### src/rtl/mod_counter.sv
// rtl/mod_counter.sv - parametrised presettable up/down modulo counter with ENT/RCO cascading
module mod_counter #(
  parameter int              WIDTH   = 4,
  parameter longint unsigned MODULUS = 64'd1 << WIDTH
) (
  input  logic             CLK,
  input  logic             CLR,
  input  logic             LOAD,
  input  logic             ENP,
  input  logic             ENT,
  input  logic             UP,
  input  logic [WIDTH-1:0] D,
  output logic [WIDTH-1:0] Q,
  output logic             RCO
);

  localparam logic [WIDTH-1:0] TERM_UP = WIDTH'(MODULUS - 64'd1);

  logic [WIDTH-1:0] r_q;
  logic [WIDTH-1:0] w_up_next;
  logic [WIDTH-1:0] w_dn_next;
  logic             w_count_en;
  logic             w_at_term;

  assign w_count_en = ENP & ENT;

  // ">=" rather than "==" so a loaded out-of-range value falls back to 0 when counting up
  assign w_up_next = (r_q >= TERM_UP) ? '0 : r_q + WIDTH'(1);
  assign w_dn_next = (r_q == '0) ? TERM_UP : r_q - WIDTH'(1);

  always_ff @(posedge CLK) begin
    if (!CLR) begin
      r_q <= '0;
    end else if (!LOAD) begin
      r_q <= D;
    end else if (w_count_en) begin
      r_q <= UP ? w_up_next : w_dn_next;
    end
  end

  assign w_at_term = UP ? (r_q == TERM_UP) : (r_q == '0);
  assign RCO       = ENT & w_at_term;
  assign Q         = r_q;

endmodule

### config.mk
export PLATFORM = sky130hd
export DESIGN_NAME = mod_counter
export DESIGN_NICKNAME = d
export VERILOG_FILES = /design/src/rtl/mod_counter.sv
export SDC_FILE = /design/constraint.sdc
export NUM_CORES = 1
export LEC_CHECK = 0
export CAP_MARGIN = 5
export CORE_AREA = 2 2 39 41
export CTS_CLUSTER_SIZE = 30
export DETAILED_ROUTE_END_ITERATION = 10
export DIE_AREA = 0 0 41 43
export PLACE_DENSITY = 0.64
export SKIP_CTS_REPAIR_TIMING = 1
export SYNTH_ARGS = -nofsm -noshare
export SYNTH_HDL_FRONTEND = slang
export SYNTH_SLANG_ARGS = --single-unit
export TNS_END_PERCENT = 50
### constraint.sdc
create_clock -name CLK -period 2.25 [get_ports CLK]
set_clock_uncertainty 0.2 [all_clocks]
set_input_delay 0.225 -clock CLK [delete_from_list [all_inputs] [get_ports CLK]]
set_output_delay 0.225 -clock CLK [all_outputs]
set_load 0.05 [all_outputs]
==> results.py <==
metrics = {
    "route": {
        "via_count": 340,
        "dr.pass1.iters": 4,
        "vias_per_cell": 4.658,
        "drc": 0,
        "ant_nets": 0,
        "routedWlPerCell_microns": 10.60,
        "drt-total-wl_microns": 774,
        "drtIter0Drc": 9,
    },
    "final_layout": {
        "fin_nets": 71,
        "stdcell_area_sq_um": 521.8,
        "syn2layout_area_growth_pct": 62.26,
        "fill_cells": 135,
        "largest_reg_flops": 4,
        "antenna_cells": 0,
        "layout-drive-gt1-share": 0.1579,
    },
    "grt": {
        "grt_first_pass_wirelength_mm": 1.455,
        "grt_pass1_vias": 359,
        "grt_remaining_overflow": 0,
        "grt_usage": 0.1195,
        "grt_max_degree": 11,
        "antenna_found_initial": 0,
    },
    "setup_path": {
        "slowest_delay_ns": 0.49,
        "crit_chain": "inv_2 > ha_1 > or4b_4 > a21boi_2 > buf_12",
        "critical_path_class": "reg -> out",
        "critPathMaxFanout": 7,
        "crit_path_start_kind": "flip-flop",
        "required_ns": 1.82,
        "endpoint_kind": "primary output",
        "critPathSlowestCell": "or4b_4",
        "crit_arrival_ns": 1.69,
    },
    "sta": {
        "slew-limit-headroom": 0.6708,
        "fin_crit_sh": 0.9412,
        "hold_viol": 0,
        "finalMaxSlewViolations": 0,
        "setup_viol": 0,
        "rsz0062_at_grt": "no",
        "fmax_mhz": 472.2,
        "period_minus_slack_ns": 2.118,
        "finalWorstSetupSlack_ns": 0.1322,
        "setup_tns_ns": 0,
        "tightest_slew_ns": 0.4922,
    },
    "clock_network": {
        "htree_levels": 1,
        "clk-insertion-delay-late_ns": 0.23,
        "clk_path_buf_depth": 2,
        "cts_root_buffer": "clkbuf_4",
        "path_clk_slew_ns": 0.04,
        "cts_tree": "yes",
        "cts_buffers": 3,
        "cts_sinks": 4,
    },
    "min_path": {
        "hold_class": "in -> reg",
    },
    "yosys": {
        "seq_area_frac_synth": 0.2490,
        "synth_common_cells": "a21oi_1 (5), dfxtp_1 (4), nand2_1 (3), o21ai_0 (3)",
        "synth_edf_count": 0,
        "synth_area_leaders": "dfxtp_1 (25%), a21oi_1 (7.8%), ha_1 (7.8%), xnor2_1 (5.4%), o21ai_0 (4.7%)",
        "synth.largest_area_cell": "dfxtp_1",
        "synth-seq-cells": 4,
        "synthCells": 40,
        "synth_cell_types": 25,
        "synth_area_per_cell_sq_um": 8.039,
        "yosysWarnings": 0,
        "syn-num-nets": 52,
        "yosysTopAreaCellShare": 0.2490,
        "ys_async_sr_fraction": 0,
        "synth.cell_area_sq_um": 321.6,
        "yosysMostFrequentCell": "a21oi_1",
        "ys.flop_type": "dfxtp_1",
    },
    "placement": {
        "dp_slack_ns": 0.2981,
        "place_area_sq_um": 499.2,
        "portBuffers": 14,
        "gp_congestion": 0.7716,
        "hpwl_microns": 621.1,
    },
    "floorplanning": {
        "fp-row-count": 14,
        "core_sq_mm": 0.001384,
        "die_x_microns": 41,
        "io_pins": 15,
        "fp.dieH_microns": 43,
        "start_util": 0.2324,
        "die_area_sq_mm": 0.001763,
    },
    "power_and_ir_drop": {
        "p_per_area_mw_per_mm2": 535.7,
        "leakagePower_uw": 0.0002021,
        "max-vdd-ir-drop_mv": 0.2802,
    },
    "outcome": {
        "status": "completed",
    },
    "job": {
        "drv_cap": 0,
    },
}
==> layer usage <==
layer,track usage,part of all wire,up-vias
met3,0.04712,0.035,0
met2,0.2000,0.51,5
met5,0,0,-
met1,0.1286,0.45,151
li1,-,-,184
met4,0.04000,0,0
==> cell type report <==
class / count / area, sq um / share of cell area
clock buffer: 3 / 22.52 / 0.04317
inverter: 3 / 11.26 / 0.02158
multi-input combinational: 32 / 230.2 / 0.4412
sequential: 4 / 80.08 / 0.1535
tap: 16 / 20.02 / 0.03837
timing repair buffer: 15 / 157.7 / 0.3022
==> critical path: cells and delay by family, from the launching register on <==
family	cells	cell delay, ns
and+or+nand+nor	1	0.49
DFF	1	0.37
buffers and inverters	2	0.24
AOI/OAI and AO/OA	1	0.20
adders and majority gates	1	0.16
==> cell families (layout without fill, tap and decap cells) <==
logic type / after synthesis / after routing / share of synthesized area
compound gates: 15 / 15 / 0.3035
xor+xnor: 3 / 3 / 0.08173
fa+ha+maj: 2 / 2 / 0.07781
buf+inv: 4 / 21 / 0.04668
flops: 4 / 4 / 0.2490
mux: 1 / 1 / 0.03113
simple gates: 11 / 11 / 0.2101
==> power breakdown <==
group	switching (uW)	total, uW	internal [uW]	leakage, uW
clock network	28.6	88.2	59.6	0.0000138
logic	52.7	104	50.8	0.000155
registers	10.5	87.8	77.3	0.0000332
total	91.8	280	188	0.000202
==> per-stage QoR <==
| step | hold WS, ns | utilization | cells | total power, uW |
|---|---|---|---|---|
| floorplan | 0.1529 | - | 40 | 149.6 |
| global placement | 0.4359 | 0.3608 | 70 | 191.6 |
| detailed placement | 0.4394 | 0.3608 | 70 | 192.7 |
| CTS | 0.4005 | 0.3770 | 73 | 285.0 |
| global route | 0.4442 | 0.3770 | 73 | 301.5 |
| finish | 0.4068 | 0.3770 | 73 | 279.5 |
==> final timing paths <==
| check | startpoint | to | slack [ns] | depth (start not counted) |
|---|---|---|---|---|
| max | Q[0]$_SDFFE_PN0P_ | RCO | 0.13 | 5 |
| min | D[2] | Q[2]$_SDFFE_PN0P_ | 0.41 | 3 |
| max reg2reg | Q[0]$_SDFFE_PN0P_ | Q[0]$_SDFFE_PN0P_ | 0.56 | 5 |
| min reg2reg | Q[2]$_SDFFE_PN0P_ | Q[2]$_SDFFE_PN0P_ | 0.45 | 2 |
==> cells in the final DEF, fill, tap and decap left out, drive strengths merged <==
cell / synthesis / layout
nor3: 1 / 1
nand2: 3 / 3
o21ai: 3 / 3
mux2i: 1 / 1
clkbuf: 1 / 3
a21boi: 2 / 2
nor2b: 1 / 1
and3: 1 / 1
xor2: 1 / 1
xnor2: 2 / 2
clkdlybuf4s50: 0 / 13
buf: 0 / 2
o21a: 1 / 1
o2111ai: 1 / 1
ha: 2 / 2
or4: 1 / 1
dfxtp: 4 / 4
o211a: 1 / 1
inv: 3 / 3
o31a: 1 / 1
nand4: 2 / 2
nor2: 1 / 1
o211ai: 1 / 1
a21oi: 5 / 5
or4b: 1 / 1
(Power assumes the default switching activity.)
==> RTL change, RTL diff (same flow settings) <==
Change the parameter `WIDTH` from 4 to 6.
--- a/src/rtl/mod_counter.sv
+++ b/src/rtl/mod_counter.sv
@@ -2,3 +2,3 @@
 module mod_counter #(
-  parameter int              WIDTH   = 4,
+  parameter int              WIDTH   = 6,
   parameter longint unsigned MODULUS = 64'd1 << WIDTH
Ports: changed (resized D and Q); port bits go from 15 to 19. No check against the original RTL was run, so the function may have changed too.
==> RTL change against the unedited design <==
Setup slack better by 0.0051 ns; routed wire length is 99% higher; total power up 54%; area after synthesis increased by 83%; sequential share of layout area is 0.61 points lower; fmax increased by 0.24%; sequential cell count grew 2; clock power up 28%; synthesized cell count grew 93%; final area increased by 58%.
==> RTL change: results (changes against the unedited design) <==
| Metric | Value |
|---|---|
| First-pass GRT wire length | `2470 µm (+70%)` |
| Vias in the first global route | `573 (+60%)` |
| CP Max Fanout | `6 (-1)` |
| WL final | `1540 µm (+99%)` |
| CTS clock-pin slew for the worst setup and hold paths | `0.05 ns` |
| HP Class | `in -> reg` |
| Hpwl dp | `1140 µm (+84%)` |
| Area grow syn2layout | `39.7%` |
| Port bufs | `18 (+4)` |
| Clk buf depth | `2 (unchanged)` |
| Largest net degree at the start of global routing | `13 (+2)` |
| Async S/R FF share, synth | `0% (unchanged)` |
| DR iter-0 viols | `26 (+17)` |
| Final Wtd Congestion | `0.837 (+8.5%)` |
| Initial antenna violation count | `0 (unchanged)` |
| Static Leakage | `0.000298 µW (+47%)` |
| Ant. Diodes | `0 (unchanged)` |
| Synth top area cells | `dfxtp_1, o21ai_0, a31oi_1, ha_1, o21a_1` |
| Post-synthesis cell type count | `31 (+24%)` |
| DR vias | `668 (+96%)` |
| Placed instance area | `800 µm² (+60%)` |
| Pre-CTS setup slack | `0.369 ns (+0.0708 ns)` |
| Worst vdd ir | `0.290 mV (+3.4%)` |
| Seq/Total Area, Yosys | `20.4% (-4.5 points)` |
| GRT Total Usage | `21.0% (+9.1 points)` |
| Clock Latency Late Sink | `0.27 ns (+0.04 ns)` |
| Post-Syn Nets | `92 (+77%)` |
| Nets | `114 (+61%)` |
| Status | `completed` |
| Max reg flops | `6 (+2)` |
| Number of fill cells | `133 (-1.5%)` |
| Worst Tran Pin Value | `0.494 ns (+0.00159 ns)` |
| Final setup margin | `0.137 ns (+0.00506 ns)` |
| Pins Over Slew Limit | `0 (unchanged)` |
| Synth cell count leaders | `o21ai_0, a31oi_1, dfxtp_1, nand2b_1, o21a_1` |
| Share of post-route cells with drive strength above 1 | `14.4% (-1.4 points)` |
## RTL change: cell count changes in the layout (fill, tap and decap cells not counted), sizes merged, moves of 4 or more
| cell | before | now |
|---|---|---|
| clkdlybuf4s50 | 13 | 17 |
| o21ai | 3 | 10 |
| a31oi | 0 | 6 |
| nand2b | 0 | 5 |
| o21a | 1 | 5 |
## RTL change: logic make-up after synthesis
family	Yosys count	synth area share, %
AO/OA/AOI/OAI	35	39.9
AND/OR/NAND/NOR	23	22.7
buffers and inverters	8	7.43
adder cells (fa/ha/maj)	3	6.37
XOR/XNOR	1	1.49
multiplexers	1	1.70
flip-flops	6	20.4
## RTL change: where the power goes
group / internal [µW] / switching, µW / total [µW]
clock network: 61.3 / 52.2 / 113
registers: 116 / 15.2 / 131
logic: 83.7 / 101 / 185
## RTL change: final timing paths
| kind | startpoint | to | slack, ns | cells past startpoint |
|---|---|---|---|---|
| setup / recovery | Q[0] | RCO | 0.14 | 7 |
| hold / removal | D[1] | Q[1] | 0.36 | 3 |
| setup reg to reg | Q[0] | Q[3] | 0.55 | 5 |
| hold reg to reg | Q[1] | Q[1] | 0.45 | 2 |
## RTL change: worst max-delay path, stage by stage (launching register included)
cell     delay [ns]
dfxtp_1        0.42
inv_1          0.12
ha_1           0.23
nor2b_1        0.15
and2_4         0.15
o21ai_1        0.14
nor2_2         0.07
buf_12         0.15
## RTL change: layout make-up
class	instances	share of cell area, %
repair buffers	22	26.7
inverters	3	1.37
clock buffers	3	2.74
flip-flops and latches	6	14.7
multi-input cells	63	52.0
well taps	16	2.43
## RTL change: metrics by stage
stage,std cells,hold slack [ns]
final,113,0.363
after global routing,113,0.398
after CTS,113,0.366
after detailed placement,110,0.462
after global placement,110,0.454
after floorplan,77,0.163
## RTL change: layer usage
metal  wire length (µm)  track usage [%]  vias to the layer above
li1                   -                -                      334
met1                683             25.9                      307
met2                712             30.6                       25
met3                121             8.38                        2
met4                 24             10.0                        0
met5                  0                0                        -
